--- config.mk ---
export PLATFORM = sky130hd
export DESIGN_NAME = stencil_line_buffer
export DESIGN_NICKNAME = d
export VERILOG_FILES = /design/src/rtl/stencil_pkg.sv /design/src/rtl/lb_row_fifo.sv /design/src/rtl/stencil_line_buffer.sv
export SDC_FILE = /design/constraint.sdc
export NUM_CORES = 2
export LEC_CHECK = 0
export CAP_MARGIN = 20
export CORE_ASPECT_RATIO = 1.2
export CORE_MARGIN = 4
export CORE_UTILIZATION = 61
export CTS_BUF_LIST = sky130_fd_sc_hd__clkbuf_8 sky130_fd_sc_hd__clkbuf_16
export CTS_CLUSTER_SIZE = 16
export DETAILED_ROUTE_END_ITERATION = 16
export PLACE_DENSITY_LB_ADDON = 0.15
export SETUP_SLACK_MARGIN = 0.05
export SLEW_MARGIN = 5
export SYNTH_ARGS = -nofsm -noshare
export SYNTH_HDL_FRONTEND = slang
export SYNTH_HIERARCHICAL = 1
export SYNTH_SLANG_ARGS = --single-unit
--- constraint.sdc ---
create_clock -name clk -period 5.1 [get_ports clk]
set_clock_uncertainty 0.1 [all_clocks]
set_input_delay 1.02 -clock clk [delete_from_list [all_inputs] [get_ports clk]]
set_output_delay 1.02 -clock clk [all_outputs]
set_load 0.03 [all_outputs]
--- src/rtl/stencil_pkg.sv ---
// Shared helpers for the stencil line buffer: counter widths and the
// (row, column) -> bit-offset mapping of the flattened window bus.
package stencil_pkg;

  // Default geometry (matches the top-level parameter defaults).
  localparam int unsigned DEF_IMG_W = 64;
  localparam int unsigned DEF_IMG_H = 64;

  // Counter widths for the default geometry.
  localparam int unsigned DEF_COL_W = $clog2(DEF_IMG_W);
  localparam int unsigned DEF_ROW_W = $clog2(DEF_IMG_H);

  // Width of a counter that must hold 0..n-1. At least one bit so a
  // degenerate 1-wide or 1-high image still gets a legal vector.
  function automatic int unsigned cnt_w(input int unsigned n);
    return (n > 1) ? $clog2(n) : 1;
  endfunction

  // Bit offset of window element (r, c) in the flattened window bus.
  // Row 0 is the oldest line, column 0 is the oldest pixel.
  function automatic int unsigned win_off(input int unsigned r,
                                          input int unsigned c,
                                          input int unsigned stencil_w,
                                          input int unsigned data_w);
    return (r * stencil_w + c) * data_w;
  endfunction

endpackage

--- src/rtl/lb_row_fifo.sv ---
// One line of pixel storage, used as a ring indexed by the column counter.
// The read port is combinational and always returns the value stored
// before this edge's write, so a pixel from the previous line can be
// passed down the chain on the same edge that overwrites it.
module lb_row_fifo #(
  parameter int unsigned DEPTH  = 64,
  parameter int unsigned DATA_W = 16,
  parameter int unsigned ADDR_W = 6
) (
  input  logic              clk,
  input  logic              en,
  input  logic [ADDR_W-1:0] addr,
  input  logic [DATA_W-1:0] wdata,
  output logic [DATA_W-1:0] rdata
);

  logic [DATA_W-1:0] mem_q [DEPTH];

  // Old contents at the shared address feed the next stage.
  assign rdata = mem_q[addr];

  // Write the accepted pixel into the slot just read.
  // NOTE: storage arrays carry no reset; clearing them would force
  // flop-based memory and nothing downstream trusts their contents
  // until a full line has been rewritten.
  always_ff @(posedge clk) begin
    if (en) begin
      mem_q[addr] <= wdata;
    end
  end

endmodule

--- src/rtl/stencil_line_buffer.sv ---
// Streaming line buffer: turns a raster pixel stream into a
// STENCIL_H x STENCIL_W window per accepted pixel, with valid and
// end-of-frame qualifiers.
// Optional feature: define STENCIL_LB_OUT_REG_EN to add one extra output
// register stage (latency 2 instead of 1).
module stencil_line_buffer
  import stencil_pkg::*;
#(
  parameter int unsigned DATA_W    = 16,
  parameter int unsigned IMG_W     = 64,
  parameter int unsigned IMG_H     = 64,
  parameter int unsigned STENCIL_W = 3,
  parameter int unsigned STENCIL_H = 3
) (
  input  logic                                  clk,
  input  logic                                  rst,
  input  logic                                  in_valid,
  input  logic [DATA_W-1:0]                     in_data,
  output logic                                  out_valid,
  output logic [STENCIL_H*STENCIL_W*DATA_W-1:0] out_stencil,
  output logic                                  out_last
);

  localparam int unsigned COL_W = cnt_w(IMG_W);
  localparam int unsigned ROW_W = cnt_w(IMG_H);
  localparam int unsigned OUT_W = STENCIL_H * STENCIL_W * DATA_W;

  typedef logic [STENCIL_H-1:0][STENCIL_W-1:0][DATA_W-1:0] win_t;

  logic [COL_W-1:0] col_q, col_d;
  logic [ROW_W-1:0] row_q, row_d;
  logic             col_at_end, row_at_end;
  logic             col_ok, row_ok;
  logic             accept;

  // Pixel entering each window row this cycle: row STENCIL_H-1 is the
  // live input, older rows come out of the line memory chain.
  logic [STENCIL_H-1:0][DATA_W-1:0] row_in;

  win_t taps_q, taps_d;
  logic out_valid_q, out_valid_d;
  logic out_last_q,  out_last_d;

  // Reset dominates; memory writes are suppressed during reset as well.
  assign accept     = in_valid & ~rst;

  assign col_at_end = (col_q == COL_W'(IMG_W - 1));
  assign row_at_end = (row_q == ROW_W'(IMG_H - 1));

  // Signed compares keep the 1-wide / 1-high stencil cases free of
  // always-true unsigned comparisons.
  assign col_ok     = (int'(col_q) >= int'(STENCIL_W) - 1);
  assign row_ok     = (int'(row_q) >= int'(STENCIL_H) - 1);

  assign row_in[STENCIL_H-1] = in_data;

  // Line memory: STENCIL_H-1 chained row stores sharing the column address.
  if (STENCIL_H > 1) begin : g_line_mem
    logic [DATA_W-1:0] fifo_rd [STENCIL_H-1];

    for (genvar k = 0; k < STENCIL_H - 1; k++) begin : g_fifo
      logic [DATA_W-1:0] fifo_wr;

      if (k == 0) begin : g_head
        assign fifo_wr = in_data;
      end else begin : g_link
        assign fifo_wr = fifo_rd[k-1];
      end

      lb_row_fifo #(
        .DEPTH  (IMG_W),
        .DATA_W (DATA_W),
        .ADDR_W (COL_W)
      ) u_row_fifo (
        .clk   (clk),
        .en    (accept),
        .addr  (col_q),
        .wdata (fifo_wr),
        .rdata (fifo_rd[k])
      );

      assign row_in[STENCIL_H-2-k] = fifo_rd[k];
    end
  end

  // Raster position of the pixel being accepted, wrapping line then frame.
  // NOTE: every signal written in always_comb gets a default first, so no
  // path leaves it unassigned and no latch is inferred.
  always_comb begin
    col_d = col_q;
    row_d = row_q;
    if (in_valid) begin
      if (col_at_end) begin
        col_d = '0;
        row_d = row_at_end ? '0 : row_q + ROW_W'(1);
      end else begin
        col_d = col_q + COL_W'(1);
      end
    end
  end

  // Horizontal taps: each window row shifts left by one on accept and
  // takes its new pixel in the newest column.
  always_comb begin
    taps_d = taps_q;
    if (in_valid) begin
      for (int r = 0; r < int'(STENCIL_H); r++) begin
        for (int c = 0; c < int'(STENCIL_W) - 1; c++) begin
          taps_d[r][c] = taps_q[r][c+1];
        end
        taps_d[r][STENCIL_W-1] = row_in[r];
      end
    end
  end

  // Window qualifiers for the pixel being accepted; an idle cycle drops them.
  always_comb begin
    out_valid_d = in_valid & col_ok & row_ok;
    out_last_d  = in_valid & col_at_end & row_at_end;
  end

  // Position counters, taps and qualifiers; synchronous reset.
  // NOTE: sequential state uses non-blocking assignments so every flop
  // samples pre-edge values regardless of statement order.
  always_ff @(posedge clk) begin
    if (rst) begin
      col_q       <= '0;
      row_q       <= '0;
      taps_q      <= '0;
      out_valid_q <= 1'b0;
      out_last_q  <= 1'b0;
    end else begin
      col_q       <= col_d;
      row_q       <= row_d;
      taps_q      <= taps_d;
      out_valid_q <= out_valid_d;
      out_last_q  <= out_last_d;
    end
  end

`ifdef STENCIL_LB_OUT_REG_EN
  win_t oreg_stencil_q, oreg_stencil_d;
  logic oreg_valid_q,   oreg_valid_d;
  logic oreg_last_q,    oreg_last_d;

  // Extra output stage simply follows the window registers.
  always_comb begin
    oreg_stencil_d = taps_q;
    oreg_valid_d   = out_valid_q;
    oreg_last_d    = out_last_q;
  end

  // Extra output stage, cleared by reset like the first stage.
  always_ff @(posedge clk) begin
    if (rst) begin
      oreg_stencil_q <= '0;
      oreg_valid_q   <= 1'b0;
      oreg_last_q    <= 1'b0;
    end else begin
      oreg_stencil_q <= oreg_stencil_d;
      oreg_valid_q   <= oreg_valid_d;
      oreg_last_q    <= oreg_last_d;
    end
  end

  win_t out_win;
  assign out_win   = oreg_stencil_q;
  assign out_valid = oreg_valid_q;
  assign out_last  = oreg_last_q;
`else
  win_t out_win;
  assign out_win   = taps_q;
  assign out_valid = out_valid_q;
  assign out_last  = out_last_q;
`endif

  // Flatten the window onto the output bus using the shared index mapping.
  logic [OUT_W-1:0] stencil_flat;
  always_comb begin
    stencil_flat = '0;
    for (int r = 0; r < int'(STENCIL_H); r++) begin
      for (int c = 0; c < int'(STENCIL_W); c++) begin
        stencil_flat[win_off(r, c, STENCIL_W, DATA_W) +: DATA_W] = out_win[r][c];
      end
    end
  end

  assign out_stencil = stencil_flat;

endmodule

==> impl_metrics.csv <==
group,metric,value,unit
critical_path,cpPeakStageDelay,0.72,ns
critical_path,crit_path_end_kind,"flip-flop",
critical_path,crit_fanout,32,
worst_hold_path,whs_path_depth,1,
clock_tree,tritoncts,"yes",
die,fp.dieW,347,um
logic_synthesis,yosysTopAreaCell,"edfxtp_1",
route,avgViaCountPerCell,6.82,
timing,period_share,85.8,%
critical_path,path_cells,"buf_12, buf_4, nor2b_4, buf_4, a22oi_1, nand2_1, o221ai_1, or4_1, mux2i_1, nor2_1",
place,dp_hpwl,147000,um
clock_tree,cts-buffers-inserted,201,
route,drt_iter0_drc,6860,
timing,slew_headroom,24.4,%
worst_hold_path,min_path_type,"input pin to flip-flop",
route,wirelength,238000,um
clock_tree,cts.hold.buffers_added,0,
critical_path,cp_common_cell,"buf_4",
logic_synthesis,yosys.cell_count.top_type,"edfxtp_1",
timing,fmax,229,MHz
logic_synthesis,yosysTopAreaCellShare,73.2,%
place,dp_slack,0.808,ns
global_routing,grt.total_usage,32.7,%
logic_synthesis,postSynthCellCount,5038,
route,postRouteAntennaNets,0,
global_routing,grt_overflow_total,0,
logic_synthesis,synth-compound-area-share,11.0,%
logic_synthesis,syn_nets,5061,
logic_synthesis,synth.distinct_cells,62,
timing,tns,0,ns
clock_tree,cts-root-to-sink-buffers,3,
timing,setup_ws,0.726,ns
global_routing,antenna_found_initial,6,
critical_path,crit_slowest_cell,"dfxtp_4",
logic_synthesis,yosys_most_used_dff,"edfxtp_1",
logic_synthesis,avgSynthCellArea,16.7,um^2
die,fp.dieArea,144000,um^2
logic_synthesis,synth_edf_count,2048,
clock_tree,ctsHtreeMaxLevel,4,
status,status,"finished clean",
die,core_area,136000,um^2
timing,slew_violations,0,
route,wire_per_inst,32.3,um
layout,syn_to_final_growth,13.8,%
critical_path,start_kind,"flip-flop",
logic_synthesis,yosysSeqAreaShare,77.0,%
timing,rsz0062_at_grt,"false",
critical_path,worstPathArrival,4.95,ns
logic_synthesis,synthMuxAreaShare,6.19,%
timing,post-route-min-period,4.37,ns
logic_synthesis,synth_common_cells,"2,048 x edfxtp_1, 467 x nor2_1, 452 x mux2i_1",
die,die_h,415,um
die,start_util,61.6,%
timing,tightest_slew,1.13,ns
route,vias,50300,
logic_synthesis,yosys.area_share.simple,3.61,%
flow_run,maxCapViolCount,0,
clock_tree,root_buffer,"clkbuf_16",
clock_tree,insertion_delay,0.84,ns
logic_synthesis,ys_seq_elements,2206,
timing,hold_violations,0,
layout,n_fill_cell,8800,
clock_tree,cts.sinks,2206,
route,dr.pass1.iters,6,
logic_synthesis,synth_fa_ha_area_share,0.0596,%
die,pin_count,165,
layout,nNetsFinal,5420,
critical_path,rr_worst_depth,10,
logic_synthesis,synth_xor_area_share,0.0417,%
pwr,leakage,0.0310,uW
logic_synthesis,async_reset_ff_share,0,%
logic_synthesis,synthTopCellsByArea,"edfxtp_1 73%, mux2i_1 5.4%, dfxtp_1 3.8%",
die,core.rowCount,148,
global_routing,grt_start_max_net_pins,92,
logic_synthesis,yosys_warnings,6,
logic_synthesis,synth_top_family_by_area,"compound AO/OA/AOI/OAI gates",
critical_path,path_class,"flip-flop to flip-flop",
route,drc,0,
global_routing,grt_pass1_wl,342000,um
timing,whs,0.382,ns
logic_synthesis,synth_area,84000,um^2
pwr,power.density,397,nW/um^2
clock_tree,clkTransAtPathRegs,0.06,ns
pwr,peakVddDrop,0.375,mV
timing,finalSetupViolCount,0,
place,io_buffers,164,
place,gp_congestion,0.968,
clock_tree,post_cts_buffers,0,
layout,drive_above_1_share,13.1,%
critical_path,worst_ep_required_time,5.67,ns
clock_tree,ctsResizeCount,0,
global_routing,grt_pass1_vias,49200,
## metal layers
layer | vias up | track usage (%) | wire length (um)
li1 | 21100 | - | -
met1 | 25400 | 40.1 | 80100
met2 | 3087 | 54.6 | 119000
met3 | 679 | 5.21 | 21600
met4 | 6 | 20.5 | 18000
met5 | - | 0 | 41
## cells by family (layout without fill, tap and decap cells)
kind of cell | count (synthesis) | in the layout
muxes | 500 | 500
AOI/OAI and AO/OA | 1253 | 1253
xor gates and xnor gates | 4 | 4
and+or+nand+nor | 704 | 704
DFF | 2206 | 2206
other | 0 | 4
adders and majority gates | 4 | 4
buffers and inverters | 367 | 894
## flip-flops by register name, indices dropped and copies added, names as in the netlist
register	cells
out_last	1
g_line_mem.g_fifo.u_row_fifo/mem_q	2048
out_valid	1
row_q	6
out_stencil	144
col_q	6
## stage by stage
stage / instances / instance area, um^2 / util, % / total power [uW]
4_1_cts: 7364 / 95600 / 70.1 / 38000
5_1_grt: 7367 / 95600 / 70.1 / 39000
3_5_place_dp: 6993 / 89200 / 65.4 / 23700
6_report: 7369 / 95600 / 70.1 / 38000
2_1_floorplan: 5038 / 84000 / - / 22200
3_3_place_gp: 6993 / 89200 / 65.4 / 23600
## path summary, 6_finish.rpt
path / from / to / slack (ns)
max: col_q[1] / out_stencil[40] / 0.73
min: in_data[2] / g_line_mem.g_fifo[0].u_row_fifo/mem_q[50][2] / 0.38
max reg2reg: col_q[1] / out_stencil[40] / 0.73
min reg2reg: out_stencil[55] / out_stencil[55] / 0.39
## cell type report
cell class | instances | area (um^2) | area share (%)
sequential | 2206 | 64700 | 67.7
multi-input combinational | 2465 | 17700 | 18.5
clock buffer | 210 | 5210 | 5.45
timing repair buffer | 515 | 4560 | 4.77
tap | 1800 | 2250 | 2.36
clock inverter | 161 | 1180 | 1.24
inverter | 8 | 30.0 | 0.0314
antenna | 4 | 10.0 | 0.0105
## critical path: cells and delay by family, from the launching register on
| family | cells | cell delay [ns] |
|---|---|---|
| simple gates | 4 | 1.41 |
| mux | 1 | 0.17 |
| compound gates | 2 | 0.65 |
| flops | 1 | 0.72 |
| buf+inv | 3 | 1.11 |
## cells in the final DEF (no fill, tap or decap), types with 27 or more instances in the layout
cell type,instances
a22o_1,42
o22a_1,54
nand2_1,85
buf_4,324
buf_12,27
nor2_1,462
inv_1,51
o21ai_0,61
mux2i_1,452
clkdlybuf4s50_1,146
edfxtp_1,2048
clkbuf_16,206
a22oi_1,392
a21oi_1,156
dfxtp_1,154
clkinv_1,57
a31oi_1,46
o22ai_1,116
o221ai_1,28
a211oi_1,42
a221oi_1,212
mux2_2,34
## report_power, final
part / switching [uW] / internal [uW] / total, uW
logic: 2200 / 886 / 3080
clock network: 6420 / 8210 / 14600
registers: 84.9 / 20200 / 20300
Note: power is estimated with default switching activity, not from simulation.
